--- src/rtl/fft_out_reorder_if.sv ---
//------------------------------------------------------------------------------
// fft_out_reorder_if: sample-in / stream-out bundle of the FFT output reorder.
// Revision: 1.0
//------------------------------------------------------------------------------
`default_nettype none

interface fft_out_reorder_if #(
  parameter int FFT_SIZE = 16,
  parameter int DATA_W   = 16
);
  localparam int IDX_W = $clog2(FFT_SIZE);

  logic              din_valid;
  logic [DATA_W-1:0] din_re;
  logic [DATA_W-1:0] din_im;
  logic              dout_valid;
  logic              dout_ready;
  logic [DATA_W-1:0] dout_re;
  logic [DATA_W-1:0] dout_im;
  logic              dout_first;
  logic              dout_last;
  logic [IDX_W-1:0]  dout_idx;
  logic              overflow;
  logic              clr_overflow;

  // master: the reorder core, which sources the natural-order stream
  modport master (
    input  din_valid, din_re, din_im, dout_ready, clr_overflow,
    output dout_valid, dout_re, dout_im, dout_first, dout_last, dout_idx, overflow
  );

  modport slave (
    output din_valid, din_re, din_im, dout_ready, clr_overflow,
    input  dout_valid, dout_re, dout_im, dout_first, dout_last, dout_idx, overflow
  );
endinterface

`default_nettype wire

--- src/rtl/fft_out_reorder.sv ---
//------------------------------------------------------------------------------
// fft_out_reorder: ping-pong buffer turning bit-reversed FFT output into a
// natural-order valid/ready stream with frame flags and overrun reporting.
// Revision: 1.0
//------------------------------------------------------------------------------
`default_nettype none

module fft_out_reorder #(
  parameter int FFT_SIZE = 16,
  parameter int DATA_W   = 16
) (
  input  logic               clk,
  input  logic               rst_n,
  fft_out_reorder_if.master  bus
);
  localparam int IDX_W = $clog2(FFT_SIZE);
  localparam int SMP_W = 2 * DATA_W;
  localparam logic [IDX_W-1:0] C_LAST_IDX = IDX_W'(FFT_SIZE - 1);
  localparam logic [IDX_W-1:0] C_ZERO_IDX = '0;

  typedef enum logic [0:0] {
    R_IDLE   = 1'b0,
    R_STREAM = 1'b1
  } rd_state_t;

  function automatic logic [IDX_W-1:0] bit_reverse(input logic [IDX_W-1:0] v);
    for (int i = 0; i < IDX_W; i++) begin
      bit_reverse[i] = v[IDX_W-1-i];
    end
  endfunction

  logic [SMP_W-1:0]  mem_q [2][FFT_SIZE];

  logic [1:0]        full_q, full_d;
  logic              wbank_q, wbank_d;
  logic [IDX_W-1:0]  wcnt_q, wcnt_d;
  logic              overflow_q, overflow_d;

  rd_state_t         state_q;
  logic              rbank_q;
  logic [IDX_W-1:0]  rcnt_q;
  logic              dout_valid_q, dout_first_q, dout_last_q;
  logic [DATA_W-1:0] dout_re_q, dout_im_q;

  logic              w_accept, w_overrun, w_hs, w_release, w_other_bank;
  logic [IDX_W-1:0]  w_rnext;

  assign w_accept     = bus.din_valid & ~full_q[wbank_q];
  assign w_overrun    = bus.din_valid &  full_q[wbank_q];
  assign w_hs         = dout_valid_q & bus.dout_ready;
  assign w_release    = (state_q == R_STREAM) & w_hs & (rcnt_q == C_LAST_IDX);
  assign w_other_bank = ~rbank_q;
  assign w_rnext      = rcnt_q + 1'b1;

  // Release and completion always target different banks, so both may apply.
  always_comb begin
    full_d     = full_q;
    wbank_d    = wbank_q;
    wcnt_d     = wcnt_q;
    overflow_d = overflow_q;
    if (w_release) begin
      full_d[rbank_q] = 1'b0;
    end
    if (w_accept) begin
      wcnt_d = wcnt_q + 1'b1;
      if (wcnt_q == C_LAST_IDX) begin
        full_d[wbank_q] = 1'b1;
        wbank_d         = ~wbank_q;
      end
    end
    if (w_overrun) begin
      overflow_d = 1'b1;
    end else if (bus.clr_overflow) begin
      overflow_d = 1'b0;
    end
  end

  always_ff @(posedge clk or negedge rst_n) begin
    if (!rst_n) begin
      full_q     <= 2'b00;
      wbank_q    <= 1'b0;
      wcnt_q     <= '0;
      overflow_q <= 1'b0;
    end else begin
      full_q     <= full_d;
      wbank_q    <= wbank_d;
      wcnt_q     <= wcnt_d;
      overflow_q <= overflow_d;
    end
  end

  always_ff @(posedge clk) begin
    if (w_accept) begin
      mem_q[wbank_q][bit_reverse(wcnt_q)] <= {bus.din_re, bus.din_im};
    end
  end

  always_ff @(posedge clk or negedge rst_n) begin
    if (!rst_n) begin
      state_q      <= R_IDLE;
      rbank_q      <= 1'b0;
      rcnt_q       <= '0;
      dout_valid_q <= 1'b0;
      dout_first_q <= 1'b0;
      dout_last_q  <= 1'b0;
      dout_re_q    <= '0;
      dout_im_q    <= '0;
    end else begin
      case (state_q)
        R_IDLE: begin
          if (full_q[rbank_q]) begin
            {dout_re_q, dout_im_q} <= mem_q[rbank_q][C_ZERO_IDX];
            rcnt_q       <= '0;
            dout_valid_q <= 1'b1;
            dout_first_q <= 1'b1;
            dout_last_q  <= 1'b0;
            state_q      <= R_STREAM;
          end
        end
        R_STREAM: begin
          if (w_hs) begin
            if (rcnt_q != C_LAST_IDX) begin
              {dout_re_q, dout_im_q} <= mem_q[rbank_q][w_rnext];
              rcnt_q       <= w_rnext;
              dout_first_q <= 1'b0;
              dout_last_q  <= (w_rnext == C_LAST_IDX);
            end else begin
              rbank_q     <= w_other_bank;
              rcnt_q      <= '0;
              dout_last_q <= 1'b0;
              // Back-to-back frames: start the other bank with no bubble.
              if (full_q[w_other_bank]) begin
                {dout_re_q, dout_im_q} <= mem_q[w_other_bank][C_ZERO_IDX];
                dout_valid_q <= 1'b1;
                dout_first_q <= 1'b1;
              end else begin
                dout_valid_q <= 1'b0;
                dout_first_q <= 1'b0;
                state_q      <= R_IDLE;
              end
            end
          end
        end
        default: state_q <= R_IDLE;
      endcase
    end
  end

  assign bus.dout_valid = dout_valid_q;
  assign bus.dout_re    = dout_re_q;
  assign bus.dout_im    = dout_im_q;
  assign bus.dout_first = dout_first_q;
  assign bus.dout_last  = dout_last_q;
  assign bus.dout_idx   = rcnt_q;
  assign bus.overflow   = overflow_q;

endmodule

`default_nettype wire

--- src/flat_wrapper.sv ---
// flat-port wrapper written by rule: the top's interface ports become plain ports
module fft_out_reorder_flat 
#(
  parameter int FFT_SIZE = 16,
  parameter int DATA_W   = 16
)
  (clk, rst_n, bus_din_valid, bus_din_re, bus_din_im, bus_dout_ready, bus_clr_overflow, bus_dout_valid, bus_dout_re, bus_dout_im, bus_dout_first, bus_dout_last, bus_dout_idx, bus_overflow);
  fft_out_reorder_if #(.FFT_SIZE(FFT_SIZE), .DATA_W(DATA_W)) bus_i ();
  input  logic clk;
  input  logic rst_n;
  input wire logic [$bits(bus_i.din_valid)-1:0] bus_din_valid;
  input wire logic [$bits(bus_i.din_re)-1:0] bus_din_re;
  input wire logic [$bits(bus_i.din_im)-1:0] bus_din_im;
  input wire logic [$bits(bus_i.dout_ready)-1:0] bus_dout_ready;
  input wire logic [$bits(bus_i.clr_overflow)-1:0] bus_clr_overflow;
  output wire logic [$bits(bus_i.dout_valid)-1:0] bus_dout_valid;
  output wire logic [$bits(bus_i.dout_re)-1:0] bus_dout_re;
  output wire logic [$bits(bus_i.dout_im)-1:0] bus_dout_im;
  output wire logic [$bits(bus_i.dout_first)-1:0] bus_dout_first;
  output wire logic [$bits(bus_i.dout_last)-1:0] bus_dout_last;
  output wire logic [$bits(bus_i.dout_idx)-1:0] bus_dout_idx;
  output wire logic [$bits(bus_i.overflow)-1:0] bus_overflow;
  assign bus_i.din_valid = bus_din_valid;
  assign bus_i.din_re = bus_din_re;
  assign bus_i.din_im = bus_din_im;
  assign bus_i.dout_ready = bus_dout_ready;
  assign bus_i.clr_overflow = bus_clr_overflow;
  assign bus_dout_valid = bus_i.dout_valid;
  assign bus_dout_re = bus_i.dout_re;
  assign bus_dout_im = bus_i.dout_im;
  assign bus_dout_first = bus_i.dout_first;
  assign bus_dout_last = bus_i.dout_last;
  assign bus_dout_idx = bus_i.dout_idx;
  assign bus_overflow = bus_i.overflow;
  fft_out_reorder #(.FFT_SIZE(FFT_SIZE), .DATA_W(DATA_W)) u_core (.clk(clk), .rst_n(rst_n), .bus(bus_i));
endmodule
--- config.mk ---
export PLATFORM = sky130hd
export DESIGN_NAME = fft_out_reorder_flat
export DESIGN_NICKNAME = d
export VERILOG_FILES = /design/src/rtl/fft_out_reorder_if.sv /design/src/rtl/fft_out_reorder.sv /design/src/flat_wrapper.sv
export SDC_FILE = /design/constraint.sdc
export NUM_CORES = 1
export LEC_CHECK = 0
export ABC_AREA = 1
export BUFFER_PORTS_ARGS = -buffer_cell sky130_fd_sc_hd__buf_2
export CAP_MARGIN = 5
export CORE_MARGIN = 5
export CORE_UTILIZATION = 40
export DETAILED_ROUTE_END_ITERATION = 16
export SLEW_MARGIN = 0
export SYNTH_ARGS = -nofsm -noshare
export SYNTH_HDL_FRONTEND = slang
export SYNTH_SLANG_ARGS = --single-unit
export TNS_END_PERCENT = 100
--- constraint.sdc ---
create_clock -name clk -period 5.2 [get_ports clk]
set_input_delay 0.26 -clock clk [delete_from_list [all_inputs] [get_ports clk]]
set_output_delay 0.26 -clock clk [all_outputs]
set_load 0.02 [all_outputs]
==> impl_metrics.prom <==
# TYPE chip_impl_metric gauge
chip_impl_info{name="run_status",value="complete, no violations"} 1
chip_impl_metric{name="track_usage",unit="%"} 21.29
chip_impl_metric{name="clock_path_buffers",unit=""} 3
chip_impl_metric{name="post_dp_cell_area",unit="sq um"} 46960
chip_impl_metric{name="worst_slew_margin_rel",unit="%"} 13.74
chip_impl_metric{name="numCtsBuffers",unit=""} 110
chip_impl_metric{name="finalWorstPathRequiredPeriod",unit="ns"} 3.797
chip_impl_metric{name="placement.setup.worst_slack",unit="ns"} 1.447
chip_impl_metric{name="synth_instances",unit=""} 4077
chip_impl_metric{name="critical_path.max_fanout",unit=""} 32
chip_impl_info{name="prevailing_post_synth_register_cell",value="sky130_fd_sc_hd__edfxtp_1"} 1
chip_impl_metric{name="powerDensity",unit="nW/um^2"} 560.4
chip_impl_metric{name="placed_cells_incl_taps",unit=""} 5486
chip_impl_info{name="final_cell_mix",value="sky130_fd_sc_hd__nand2_1, sky130_fd_sc_hd__edfxtp_1, sky130_fd_sc_hd__nand3_1"} 1
chip_impl_metric{name="syn_area_per_cell",unit="sq um"} 11.04
chip_impl_metric{name="finish.instance_area",unit="sq um"} 50600
chip_impl_metric{name="vdd.ir_drop.worst",unit="mV"} 0.4247
chip_impl_metric{name="syn_area",unit="sq um"} 45010
chip_impl_info{name="layout_commonest_cell",value="sky130_fd_sc_hd__nand2_1"} 1
chip_impl_metric{name="seqCellArea",unit="sq um"} 31980
chip_impl_metric{name="fin_ws",unit="ns"} 1.403
chip_impl_metric{name="worst_endpoint_data_arrival_time",unit="ns"} 4.09
chip_impl_metric{name="num_rows",unit=""} 123
chip_impl_info{name="cts.root.buffer_cell",value="sky130_fd_sc_hd__clkbuf_16"} 1
chip_impl_metric{name="clock_insertion_delay_worst_skew",unit="ns"} 0.69
chip_impl_metric{name="worst-slew-pin-transition",unit="ns"} 1.291
chip_impl_metric{name="max-cap-violations",unit=""} 0
chip_impl_info{name="setup.worst_path.end_class",value="flip-flop"} 1
chip_impl_metric{name="routed-via-count",unit=""} 30450
chip_impl_metric{name="area_added_between_synthesis_and_finish",unit="%"} 12.44
chip_impl_metric{name="p_leak",unit="nW"} 19.26
chip_impl_metric{name="floorplan.initialDensity",unit="%"} 40.12
chip_impl_metric{name="wire_length_per_cell",unit="um"} 22.78
chip_impl_metric{name="first_global_vias",unit=""} 29080
chip_impl_metric{name="timing_max_transition_violations_final",unit=""} 0
chip_impl_metric{name="design.portCount",unit=""} 77
chip_impl_metric{name="post-route-util",unit="%"} 45.11
chip_impl_metric{name="yosys_warnings",unit=""} 0
chip_impl_metric{name="synth-edff-count",unit=""} 1024
chip_impl_metric{name="fin_nets",unit=""} 4146
chip_impl_metric{name="die-area",unit="sq um"} 119300
chip_impl_metric{name="design.core.area",unit="sq um"} 112200
chip_impl_metric{name="grt_pass1_wl",unit="mm"} 192.9
chip_impl_metric{name="postSynthNetCount",unit=""} 4120
chip_impl_metric{name="count_of_input_and_output_buffers",unit=""} 76
chip_impl_metric{name="multi_input_area",unit="sq um"} 11190
chip_impl_info{name="critical_path.cell_chain",value="inv_4, o21ai_1, nand2_1, inv_2, nand2_2, inv_2, nand2_1, nor2_4"} 1
chip_impl_info{name="rsz0062_at_grt",value="false"} 1
chip_impl_metric{name="detailedRoute.firstIterationViolations",unit=""} 3561
chip_impl_metric{name="report.final.hold_viol_count",unit=""} 0
chip_impl_metric{name="drc",unit=""} 0
chip_impl_info{name="tritoncts",value="built"} 1
chip_impl_metric{name="final-setup-viol-count",unit=""} 0
chip_impl_metric{name="yosys_register_bits",unit=""} 1073
chip_impl_metric{name="antenna_left",unit=""} 0
chip_impl_metric{name="final_clock_period_utilization_by_the_worst_path",unit="%"} 73.02
chip_impl_metric{name="die_height",unit="um"} 345.4
chip_impl_metric{name="layout.cells.non_filler",unit=""} 5702
chip_impl_metric{name="timing.critical_path.slowest_cell_delay",unit="ns"} 1.06
chip_impl_metric{name="clock-sinks",unit=""} 1073
chip_impl_metric{name="routed_wl",unit="mm"} 129.9
chip_impl_metric{name="globalplace.congestion",unit=""} 0.8129
chip_impl_metric{name="holdWs",unit="ns"} 0.08231
chip_impl_info{name="setup.worst_path.class",value="reg -> reg"} 1
chip_impl_info{name="timing.critical_path.slowest_stage_cell",value="sky130_fd_sc_hd__dfrtp_1"} 1
chip_impl_info{name="hold_path_class",value="in -> reg"} 1
chip_impl_metric{name="cp_data_required_time",unit="ns"} 5.49
chip_impl_info{name="worst_setup_path_start_kind",value="flip-flop"} 1
chip_impl_metric{name="drt_pass1_iterations",unit=""} 6
chip_impl_metric{name="fmax",unit="GHz"} 0.2634
chip_impl_metric{name="dieWidth",unit="um"} 345.4
chip_impl_metric{name="grt-ovfl-total",unit=""} 0
chip_impl_metric{name="ctsHtreeMaxLevel",unit=""} 3
chip_impl_metric{name="antenna_found_initial",unit=""} 5
chip_impl_metric{name="ys_async_sr_fraction",unit="%"} 4.567
chip_impl_metric{name="fin_skew",unit="ns"} 0.02171
chip_impl_metric{name="detailedPlacementHpwl",unit="mm"} 68.90
chip_impl_metric{name="drive_gt1_share",unit="%"} 8.835
chip_impl_metric{name="grt_start_max_net_pins",unit=""} 174
chip_impl_metric{name="postCtsSetupBuffers",unit=""} 0
chip_impl_metric{name="final.setup.tns",unit="ns"} 0
chip_impl_metric{name="finalPower",unit="mW"} 28.36
chip_impl_metric{name="post_synth_num_cell_types",unit=""} 29
chip_impl_metric{name="yosysSeqAreaShare",unit="%"} 71.05
chip_impl_metric{name="layout.filler_cells",unit=""} 10260
chip_impl_metric{name="via_per_inst",unit=""} 5.341
chip_impl_metric{name="clk_transition_reported_paths",unit="ns"} 0.06
synth_stat cells, types with 2 or more instances:
| library cell | count | area, sq um |
|---|---|---|
| sky130_fd_sc_hd__buf_2 | 142 | 710.7 |
| sky130_fd_sc_hd__nand2_2 | 3 | 18.77 |
| sky130_fd_sc_hd__buf_6 | 6 | 67.56 |
| sky130_fd_sc_hd__o21ai_0 | 17 | 85.08 |
| sky130_fd_sc_hd__dfrtp_1 | 49 | 1226 |
| sky130_fd_sc_hd__xor2_1 | 4 | 35.03 |
| sky130_fd_sc_hd__nand3_1 | 762 | 3814 |
| sky130_fd_sc_hd__nor2_2 | 2 | 12.51 |
| sky130_fd_sc_hd__edfxtp_1 | 1024 | 30750 |
| sky130_fd_sc_hd__inv_2 | 6 | 22.52 |
| sky130_fd_sc_hd__inv_1 | 176 | 660.6 |
| sky130_fd_sc_hd__nand4_1 | 4 | 25.02 |
| sky130_fd_sc_hd__buf_1 | 11 | 41.29 |
| sky130_fd_sc_hd__ha_1 | 6 | 75.07 |
| sky130_fd_sc_hd__o211ai_1 | 19 | 142.6 |
| sky130_fd_sc_hd__nand2_1 | 1638 | 6148 |
| sky130_fd_sc_hd__a31oi_1 | 32 | 200.2 |
| sky130_fd_sc_hd__clkbuf_1 | 32 | 120.1 |
| sky130_fd_sc_hd__a21oi_1 | 35 | 175.2 |
| sky130_fd_sc_hd__nor2_1 | 23 | 86.33 |
| sky130_fd_sc_hd__nor3_1 | 24 | 120.1 |
| sky130_fd_sc_hd__buf_4 | 53 | 397.9 |
| sky130_fd_sc_hd__inv_4 | 3 | 18.77 |
report_power, final:
group	total [mW]	internal [mW]	leakage, nW	switching, mW
combinational	10.0	2.72	7.69	7.31
clock	7.84	4.48	1.75	3.37
sequential	10.5	9.98	9.81	0.518
critical path: cells and delay by family (launching register included):
kind | cells | cell delay, ns
buffers and inverters | 3 | 0.58
AOI/OAI and AO/OA | 1 | 0.27
DFF | 1 | 1.06
and+or+nand+nor | 4 | 1.45
area by class of cell:
type                            instances  share of cell area, %
Sequential cell                      1073                  63.20
Antenna cell                            3                0.01483
Timing Repair Buffer                  159                  2.433
Multi-Input combinational cell       2574                  22.12
Clock inverter                         61                  1.140
Clock buffer                          147                  5.951
Inverter                              185                  1.434
Tap cell                             1500                  3.709
layer usage:
| layer | up-vias | track usage [%] | wire length [um] |
|---|---|---|---|
| met3 | 259 | 3.806 | 10460 |
| met1 | 14890 | 30.21 | 55380 |
| met5 | - | 0.3601 | 0 |
| met4 | 0 | 9.058 | 5781 |
| met2 | 1295 | 32.45 | 58250 |
| li1 | 14010 | - | - |
repair_timing:
action,4_1_cts,5_1_grt
hold buffers,5,0
resized for setup,0,0
endpoints found under the hold margin,54,0
registers in the layout, indices dropped and copies added, names as in the netlist:
register and flops:
u_core.full_q 2, u_core.wcnt_q 4, u_core.bus.dout_valid 1, u_core.state_q 1, u_core.mem_q 1024, u_core.bus.dout_idx 4, u_core.rbank_q 1, u_core.wbank_q 1
u_core.bus.overflow 1, u_core.bus.dout_re 16, u_core.bus.dout_first 1, u_core.bus.dout_im 16, u_core.bus.dout_last 1
cell families after synthesis:
kind of cell	synth area share, %
and+or+nand+nor	22.74
AOI/OAI and AO/OA	1.382
xor gates and xnor gates	0.09730
buffers and inverters	4.565
DFF	71.05
adders and majority gates	0.1668
worst paths after layout:
kind	startpoint	to	slack, ns	depth (start not counted)
max	u_core.wbank_q	u_core.mem_q[0][26]	1.40	8
min	bus_din_im[6]	u_core.mem_q[0][486]	0.08	1
max reg2reg	u_core.wbank_q	u_core.mem_q[0][26]	1.40	8
min reg2reg	u_core.bus.dout_im[10]	u_core.bus.dout_im[10]	0.48	2
max in group asynchronous	rst_n	u_core.rbank_q	4.16	3
min in group asynchronous	rst_n	u_core.bus.dout_im[13]	0.34	3
Note: power is estimated with default switching activity, not from simulation.
